===== src/rtl/key_pkg.sv =====
// Shared types and default timing for the key debouncer.
// Defaults assume a 50 MHz clock: 20 ms debounce window, 1 s long-press threshold.
package key_pkg;

    typedef enum logic [1:0] {
        UP      = 2'd0,
        FILT_DN = 2'd1,
        DOWN    = 2'd2,
        FILT_UP = 2'd3
    } key_state_t;

    localparam int CNT_MAX_DEF  = 1000000;
    localparam int LONG_MAX_DEF = 50000000;

endpackage


===== src/rtl/key_debounce_if.sv =====
// Key-event bundle: raw key towards the debouncer, debounced level and events back.
// The master side owns the raw key; the slave side is the debouncer.
interface key_debounce_if;

    logic key_in;
    logic key_value;
    logic key_press;
    logic key_release;
    logic key_long;

    modport master (
        output key_in,
        input  key_value,
        input  key_press,
        input  key_release,
        input  key_long
    );

    modport slave (
        input  key_in,
        output key_value,
        output key_press,
        output key_release,
        output key_long
    );

endinterface


===== src/rtl/sync_2ff.sv =====
// Two-flop synchronizer for a single asynchronous level input.
// Both flops reset to RESET_VAL so the downstream logic sees a defined idle level.
module sync_2ff #(
    parameter bit RESET_VAL = 1'b1
) (
    input  logic clk,
    input  logic rst,
    input  logic d,
    output logic q
);

    logic meta;

    // NOTE: non-blocking assignments keep meta and q as two distinct flops; blocking would collapse the chain.
    always_ff @(posedge clk) begin
        if (rst) begin
            meta <= RESET_VAL;
            q    <= RESET_VAL;
        end else begin
            meta <= d;
            q    <= meta;
        end
    end

endmodule


===== src/rtl/key_debounce.sv =====
// Debounced key with one-cycle press, release and long-press events.
// A level change is accepted only after CNT_MAX consecutive agreeing samples.
module key_debounce
    import key_pkg::*;
#(
    parameter int CNT_MAX  = CNT_MAX_DEF,
    parameter int LONG_MAX = LONG_MAX_DEF
) (
    input  logic          clk,
    input  logic          rst,
    key_debounce_if.slave kif
);

    localparam int CNT_W  = $clog2(CNT_MAX);
    localparam int HOLD_W = $clog2(LONG_MAX);

    localparam logic [CNT_W-1:0]  CNT_LAST  = CNT_W'(CNT_MAX - 1);
    localparam logic [HOLD_W-1:0] HOLD_LAST = HOLD_W'(LONG_MAX - 1);

    if (CNT_MAX < 2) begin : g_bad_cnt_max
        $error("key_debounce: CNT_MAX must be at least 2");
    end

    if (LONG_MAX <= CNT_MAX) begin : g_bad_long_max
        $error("key_debounce: LONG_MAX must exceed CNT_MAX");
    end

    key_state_t        state;
    logic [CNT_W-1:0]  cnt;
    logic [HOLD_W-1:0] hold;
    logic              long_done;
    logic              key_s;

    logic [CNT_W-1:0]  cnt_inc;
    logic              filt_done;
    logic              hold_step;

    sync_2ff #(
        .RESET_VAL (1'b1)
    ) u_sync (
        .clk (clk),
        .rst (rst),
        .d   (kif.key_in),
        .q   (key_s)
    );

    // The entry cycle into a filter state counts as the first qualifying sample,
    // so the level flips on the cycle the incremented count reaches CNT_MAX-1.
    assign cnt_inc   = cnt + 1'b1;
    assign filt_done = (cnt_inc == CNT_LAST);

    // The hold counter runs through DOWN and FILT_UP, except on the cycle a
    // release is confirmed, so a long-press event never coincides with a release.
    assign hold_step = (state == DOWN) ||
                       ((state == FILT_UP) && !(key_s && filt_done));

    always_ff @(posedge clk) begin
        if (rst) begin
            state           <= UP;
            cnt             <= '0;
            hold            <= '0;
            long_done       <= 1'b0;
            kif.key_value   <= 1'b1;
            kif.key_press   <= 1'b0;
            kif.key_release <= 1'b0;
            kif.key_long    <= 1'b0;
        end else begin
            // NOTE: event outputs default low every cycle, so any branch that sets one yields a single-cycle pulse.
            kif.key_press   <= 1'b0;
            kif.key_release <= 1'b0;
            kif.key_long    <= 1'b0;

            unique case (state)
                UP: begin
                    if (!key_s) begin
                        state <= FILT_DN;
                        cnt   <= '0;
                    end
                end

                FILT_DN: begin
                    if (key_s) begin
                        state <= UP;
                        cnt   <= '0;
                    end else if (filt_done) begin
                        state         <= DOWN;
                        cnt           <= '0;
                        hold          <= '0;
                        long_done     <= 1'b0;
                        kif.key_value <= 1'b0;
                        kif.key_press <= 1'b1;
                    end else begin
                        cnt <= cnt_inc;
                    end
                end

                DOWN: begin
                    if (key_s) begin
                        state <= FILT_UP;
                        cnt   <= '0;
                    end
                end

                FILT_UP: begin
                    if (!key_s) begin
                        state <= DOWN;
                        cnt   <= '0;
                    end else if (filt_done) begin
                        state           <= UP;
                        cnt             <= '0;
                        kif.key_value   <= 1'b1;
                        kif.key_release <= 1'b1;
                    end else begin
                        cnt <= cnt_inc;
                    end
                end
            endcase

            // Saturate at LONG_MAX-1; long_done limits the event to one per press.
            if (hold_step) begin
                if (hold == HOLD_LAST) begin
                    if (!long_done) begin
                        kif.key_long <= 1'b1;
                        long_done    <= 1'b1;
                    end
                end else begin
                    hold <= hold + 1'b1;
                end
            end
        end
    end

endmodule


===== src/flat_wrapper.sv =====
// flat-port wrapper written by rule: the top's interface ports become plain ports
module key_debounce_flat import key_pkg::*;
#(
    parameter int CNT_MAX  = CNT_MAX_DEF,
    parameter int LONG_MAX = LONG_MAX_DEF
)
  (clk, rst, kif_key_in, kif_key_value, kif_key_press, kif_key_release, kif_key_long);
  key_debounce_if kif_i ();
  input  logic clk;
  input  logic rst;
  input wire logic [$bits(kif_i.key_in)-1:0] kif_key_in;
  output wire logic [$bits(kif_i.key_value)-1:0] kif_key_value;
  output wire logic [$bits(kif_i.key_press)-1:0] kif_key_press;
  output wire logic [$bits(kif_i.key_release)-1:0] kif_key_release;
  output wire logic [$bits(kif_i.key_long)-1:0] kif_key_long;
  assign kif_i.key_in = kif_key_in;
  assign kif_key_value = kif_i.key_value;
  assign kif_key_press = kif_i.key_press;
  assign kif_key_release = kif_i.key_release;
  assign kif_key_long = kif_i.key_long;
  key_debounce #(.CNT_MAX(CNT_MAX), .LONG_MAX(LONG_MAX)) u_core (.clk(clk), .rst(rst), .kif(kif_i));
endmodule

===== config.mk =====
export PLATFORM = sky130hd
export DESIGN_NAME = key_debounce_flat
export DESIGN_NICKNAME = d
export VERILOG_FILES = /design/src/rtl/key_pkg.sv /design/src/rtl/key_debounce_if.sv /design/src/rtl/sync_2ff.sv /design/src/rtl/key_debounce.sv /design/src/flat_wrapper.sv
export SDC_FILE = /design/constraint.sdc
export NUM_CORES = 1
export LEC_CHECK = 0
export ABC_AREA = 1
export CAP_MARGIN = 20
export CORE_ASPECT_RATIO = 1.5
export CORE_MARGIN = 1.5
export CORE_UTILIZATION = 45
export CTS_BUF_LIST = sky130_fd_sc_hd__clkbuf_4
export CTS_CLUSTER_SIZE = 14
export DETAILED_ROUTE_END_ITERATION = 10
export GPL_TIMING_DRIVEN = 0
export HOLD_SLACK_MARGIN = 0.1
export PLACE_DENSITY_LB_ADDON = 0.05
export SYNTH_ARGS = -nofsm -noshare
export SYNTH_HDL_FRONTEND = slang
export SYNTH_SLANG_ARGS = --single-unit

===== constraint.sdc =====
create_clock -name clk -period 2.31 [get_ports clk]
set_input_delay 0.462 -clock clk [delete_from_list [all_inputs] [get_ports clk]]
set_output_delay 0.462 -clock clk [all_outputs]
set_load 0.01 [all_outputs]

==> impl_metrics.tcl, run 1 <==
set metrics [dict create \
    clkLatencyLatePin_ps 400 \
    setup_viol 17 \
    whs_ps 435.3 \
    r2r_setup_slack_ps -40 \
    nFillCells 813 \
    syn_nets 580 \
    clk_path_buf_depth 2 \
    irDropWorstVdd_uv 317.5 \
    worstPathArrival_ps 2650 \
    max_freq_mhz 425.1 \
    start_util_pct 46.53 \
    numCtsBuffers 5 \
    grt_pass1_vias 3363 \
    worst_setup_path_end_kind "flop" \
    final_hold_viol_count 0 \
    fin_tns_setup_ps -276.2 \
    cts.sinks 55 \
    ys_seq_elements 55 \
    core_area_um2 7612 \
    synth_area_um2 3542 \
    crit_fanout 7 \
    cts_tree "done" \
    cts-root-buf "clkbuf_4" \
    htree_levels 2 \
    dieArea_um2 8424 \
    fin_worst_skew_ps 21.73 \
    grt_pass1_wl_um 15370 \
    vias_per_cell 5.056 \
    fin_cells 708 \
    violations "setup timing" \
    dr.pass1.iters 4 \
    synth_seq_area_share_pct 31.08 \
    drc_errors 0 \
    die_w_um 75.44 \
    first_iter_violations 172 \
    nNetsFinal 612 \
    layout-drive-gt1-share_pct 15.35 \
    area_growth_pct 16.88 \
    clk_pin_slew_worst_paths_ps 170 \
    die_y_um 111.7 \
    track_usage_pct 23.89 \
    ys_warn_count 0 \
    numPortBuffers 6 \
    grt-ovfl-total 0 \
    leakage_uw 0.001824 \
    fin_crit_ps 2353 \
    finalPower_uw 1447 \
    dp.cells 681 \
    start_kind "flop" \
    hold_class "reg -> reg" \
    finalWeightedCongestion 0.8329 \
    rsz0062_at_grt "true" \
    ant_nets 0 \
    dp_hpwl_um 6923 \
    synth_cell_types 38 \
    synth.avg_cell_area_um2 6.182 \
    n_antenna_cell 0 \
    ios 7 \
    worstMarginPinSlew_ps 582.3 \
    drt-total-wl_um 9568 \
    rows 39 \
    worst-setup-path-type "reg -> reg" \
    relSlewSlack_pct 60.85 \
    ys_async_sr_fraction_pct 0 \
    outcome "complete, but fails checks" \
    synthFlopType "dfxtp_1" \
    drv_cap 0 \
    synth_edf_count 0 \
    synthCells 573 \
    wl_per_cell_um 13.51 \
    vias 3580 \
    slew_violations 0 \
    antenna_found_initial 0 \
    cp.required_ps 2610 \
    p_per_area_nw_per_um2 349.5 \
    min_period_over_period_pct 101.8 \
    grt_max_degree 17 \
    setup_slack_ps -42.57 \
    postCtsHoldBufs 0 \
]
[routing by layer]
| layer | vias to the layer above | wire, µm | part of all wire (%) | global-route usage, % |
|---|---|---|---|---|
| met3 | 25 | 237 | 2.5 | 3.801 |
| met5 | - | 0 | 0 | 0 |
| li1 | 1852 | - | - | - |
| met2 | 51 | 5250 | 55 | 44.74 |
| met1 | 1652 | 3734 | 39 | 24.38 |
| met4 | 0 | 345 | 3.6 | 11.19 |
[per-stage QoR]
| stage | worst slack [ps] | utilization [%] | instance area [µm²] |
|---|---|---|---|
| 2_1_floorplan | 228.6 | - | 3542 |
| 3_3_place_gp | -266.5 | 49.00 | 3730 |
| 3_5_place_dp | -317.9 | 49.00 | 3730 |
| 4_1_cts | 6.596 | 52.76 | 4016 |
| 5_1_grt | -205.4 | 54.39 | 4140 |
| 6_report | -42.57 | 54.39 | 4140 |
[what timing repair did]
action / CTS / global route
setup endpoints to repair: 50 / 50
resized for setup: 25 / 39
setup buffers: 17 / 4
cloned: 1 / 1
endpoints found under the hold margin: 0 / 0
pin swaps: 5 / 12
[critical path, cell delays in order (launching register included)]
cell	delay (ps)
dfxtp_4	380
buf_6	90
ha_4	150
inv_4	40
nor2_4	230
nand2_4	100
nand2_2	70
nand2_2	60
nor2_2	110
nand2_1	80
nor2_1	100
nand2_1	90
nor2_4	140
nand3_4	120
nand3_4	160
clkbuf_16	180
nand2_1	50
nand2_1	50
nor2_1	50
[report_power, final]
part | internal, µW | total, µW | switching (µW)
combinational | 9.55 | 41.5 | 31.9
sequential | 950 | 952 | 1.32
clock | 130 | 454 | 324
[final timing paths]
kind / cells after the start / to / from
worst min register to register: 1 / u_core.u_sync.q$_SDFF_PP1_ / u_core.u_sync.meta$_SDFF_PP1_
worst max-delay path: 18 / u_core.hold[14]$_SDFF_PP0_ / u_core.cnt[1]$_SDFFE_PP0P_
worst min-delay path: 1 / u_core.u_sync.q$_SDFF_PP1_ / u_core.u_sync.meta$_SDFF_PP1_
worst max register to register: 18 / u_core.hold[14]$_SDFF_PP0_ / u_core.cnt[1]$_SDFFE_PP0P_
[cell usage in the layout (no fill, tap or decap), types with 3 or more instances in the layout]
master and count:
nand2_1 173, nor2_1 92, inv_1 62, dfxtp_1 49, nand3_1 29, nand4_1 20
xor2_1 18, buf_4 18, nand2_2 15, a21oi_1 14, nor3_1 12, nor2_2 8
nor2_4 7, o22ai_1 7, xnor2_1 7, clkbuf_4 6, clkdlybuf4s50_1 6, buf_6 5
clkbuf_1 5, dfxtp_2 5, nand2_4 4, nand3_4 3, inv_2 3, buf_1 3
or2_2 3
[registers in the layout, summed over array words and instances, names as in the netlist, named ones only]
register                count
u_core.kif.key_release      1
u_core.u_sync.meta          1
u_core.hold                26
u_core.u_sync.q             1
u_core.cnt                 20
u_core.kif.key_value        1
u_core.long_done            1
u_core.state                1
u_core.kif.key_long         1
u_core.kif.key_press        1
[synth_stat cells (3+ instances only)]
master,n,area (µm²)
a21oi_1,14,70.07
o21ai_0,3,15.01
nand3_1,31,155.2
nor3_1,12,60.06
nand4_1,20,125.1
ha_1,4,50.05
nand2_2,4,25.02
nand2_1,188,705.7
dfxtp_1,55,1101
or2_2,3,18.77
o22ai_1,7,43.79
nor2_1,100,375.4
inv_1,64,240.2
xor2_1,18,157.7
clkbuf_1,5,18.77
buf_6,4,45.04
xnor2_1,8,70.07
buf_1,3,11.26
buf_2,3,15.01
nor2_2,3,18.77
nor2_4,4,45.04
[kinds of logic (layout without fill, tap and decap cells)]
logic type / after synthesis / after routing / share of synthesized area (%)
AND/OR/NAND/NOR: 376 / 376 / 46.24
adder cells (fa/ha/maj): 4 / 4 / 1.413
buffers and inverters: 82 / 115 / 9.749
AO/OA/AOI/OAI: 29 / 29 / 4.627
XOR/XNOR: 27 / 27 / 6.888
flip-flops: 55 / 55 / 31.08
[cell type report]
class,instances,area (µm²),area share [%]
Tap cell,102,127.6,3.082
Clock inverter,2,12.51,0.3022
Inverter,66,250.2,6.044
Timing Repair Buffer,28,274.0,6.618
Clock buffer,6,45.04,1.088
Buffer,13,82.58,1.995
Multi-Input combinational cell,436,2237,54.03
Sequential cell,55,1111,26.84
Note: power is estimated with default switching activity, not from simulation.
==> inputs of run 2 (changes only) <==
Settings changed: CORE_MARGIN 1.5 to 3.
==> run 2 against run 1 <==
The run now ends clean. Combinational power is 2% higher. Sequential cell count did not move. Sequential share of layout area fell by 0.67 points. Maximum frequency is 2.0% higher. First-iteration DRC count shrank 27%. Largest cell class unchanged. Register-to-register slack improved by 50 ps.
==> impl_metrics.tcl, run 2 (synthesis gave the netlist of run 1 again) <==
set metrics [dict create \
    start_kind "flop" \
    die_w_um 78.44 \
    fin_cells 712 \
    crit_cells 17 \
    drt-total-wl_um 9789 \
    n_antenna_cell 0 \
    start_util_pct 46.24 \
    worst-setup-path-type "reg -> reg" \
    numCtsBuffers 5 \
    cts.sinks 55 \
    nNetsFinal 617 \
    leakage_uw 0.001891 \
    cp.required_ps 2610 \
    die_y_um 114.7 \
    core_area_um2 7661 \
    dr.pass1.iters 4 \
    cp_slowest_stage_delay_ps 410 \
    grt_pass1_wl_um 15150 \
    clk_pin_slew_worst_paths_ps 160 \
    path_buf_inv 2 \
    fin_crit_ps 2306 \
    htree_levels 2 \
    layout-drive-gt1-share_pct 17.21 \
    relSlewSlack_pct 59.06 \
    rows 39 \
    vias_per_cell 5.048 \
    worstPathArrival_ps 2600 \
    dp.cells 681 \
    grt_max_degree 16 \
    worstMarginPinSlew_ps 609.0 \
    clk_path_buf_depth 2 \
    final_hold_viol_count 0 \
    dieArea_um2 8994 \
    ant_nets 0 \
    drv_cap 0 \
    vias 3594 \
    min_period_over_period_pct 99.82 \
    outcome "complete, no violations" \
    crit_chain "ha_4, inv_4, nor2_4, nand2_4, nand2_2, nand2_2, nor2_2, nand2_1, nor2_1, nand2_1, nor2_4, nand3_4, nand3_4, clkbuf_16, nand2_2, nand2_1, nor2_1" \
    hold_class "reg -> reg" \
    reg2reg_depth 17 \
    wl_per_cell_um 13.75 \
    fin_worst_skew_ps 12.47 \
    largest_register_ffs 26 \
    rsz0062_at_grt "true" \
    p_per_area_nw_per_um2 332.6 \
    worst_setup_path_end_kind "flop" \
    setup_viol 0 \
    max_freq_mhz 433.7 \
    crit_fanout 7 \
    grt-ovfl-total 0 \
    grt_pass1_vias 3254 \
    regMostFlops "u_core.hold" \
    track_usage_pct 21.34 \
    antenna_found_initial 0 \
    area_growth_pct 20.28 \
    irDropWorstVdd_uv 272.2 \
    layout_common_cells "173 x nand2_1, 85 x nor2_1, 63 x inv_1" \
    ios 7 \
    path_delay_family "simple AND/OR/NAND/NOR gates" \
    finalWeightedCongestion 0.8671 \
    first_iter_violations 125 \
    cts-root-buf "clkbuf_4" \
    clkLatencyLatePin_ps 390 \
    dp_hpwl_um 6801 \
    numPortBuffers 6 \
    slew_violations 0 \
    finalPower_uw 1417 \
    cts_tree "done" \
    final_common_cell "nand2_1" \
    drc_errors 0 \
    hold_depth 1 \
    slowest_stage "dfxtp_4" \
    top_regs "u_core.hold (26), u_core.cnt (20)" \
]
==> run 2: cell count changes in the layout (fill, tap and decap cells not counted), moves of 3 or more <==
| cell | before | now |
|---|---|---|
| buf_8 | 2 | 5 |
| nor2_2 | 8 | 13 |
| nand2_4 | 4 | 7 |
| nor2_1 | 92 | 85 |
==> run 2: worst paths after layout <==
check / startpoint / endpoint / slack [ps]
setup / recovery: u_core.cnt[1]$_SDFFE_PP0P_ / u_core.hold[18]$_SDFF_PP0_ / 4
hold / removal: u_core.u_sync.meta$_SDFF_PP1_ / u_core.u_sync.q$_SDFF_PP1_ / 440
hold reg to reg: u_core.u_sync.meta$_SDFF_PP1_ / u_core.u_sync.q$_SDFF_PP1_ / 440
setup reg to reg: u_core.cnt[1]$_SDFFE_PP0P_ / u_core.hold[18]$_SDFF_PP0_ / 4
==> run 2: metal layers <==
| metal | part of all wire (%) | global-route usage [%] |
|---|---|---|
| met1 | 39 | 21.68 |
| met2 | 55 | 41.99 |
| met3 | 2.2 | 3.386 |
| met4 | 3.7 | 9.218 |
| met5 | 0 | 0 |
==> run 2: stage by stage <==
| stage | TNS, ps | hold WS (ps) | area, µm² | util, % | worst slack [ps] |
|---|---|---|---|---|---|
| 6_report | 0 | 436.1 | 4260 | 55.61 | 4.218 |
| 5_1_grt | -3114 | 438.5 | 4260 | 55.61 | -127.9 |
| 4_1_cts | -40.74 | 426.9 | 3891 | 50.79 | -29.98 |
| 3_5_place_dp | -8848 | 397.3 | 3730 | 48.69 | -272.3 |
| 3_3_place_gp | -9627 | 399.1 | 3730 | 48.69 | -283.5 |
| 2_1_floorplan | 0 | 389.5 | 3542 | - | 228.6 |
==> run 2: area by class of cell <==
class / count / area [µm²]
flip-flops and latches: 55 / 1115
repair buffers: 28 / 285.3
plain buffers: 16 / 137.6
multi-input cells: 438 / 2296
clock inverters: 2 / 8.758
clock buffers: 5 / 37.54
well taps: 102 / 127.6
inverters: 66 / 252.7
fillers: 769 / 3401
==> run 2: power breakdown <==
group	leakage (µW)	internal [µW]	switching, µW
clock network	0.0000285	109	315
registers	0.000448	949	1.31
logic	0.00141	9.90	32.3
==> run 2: timing repair <==
action | 4_1_cts | 5_1_grt
hold buffers | 0 | 0
pin swaps | 3 | 15
gates resized for setup | 17 | 63
gates cloned | 0 | 5
setup endpoints to repair | 50 | 50
setup buffers | 7 | 12
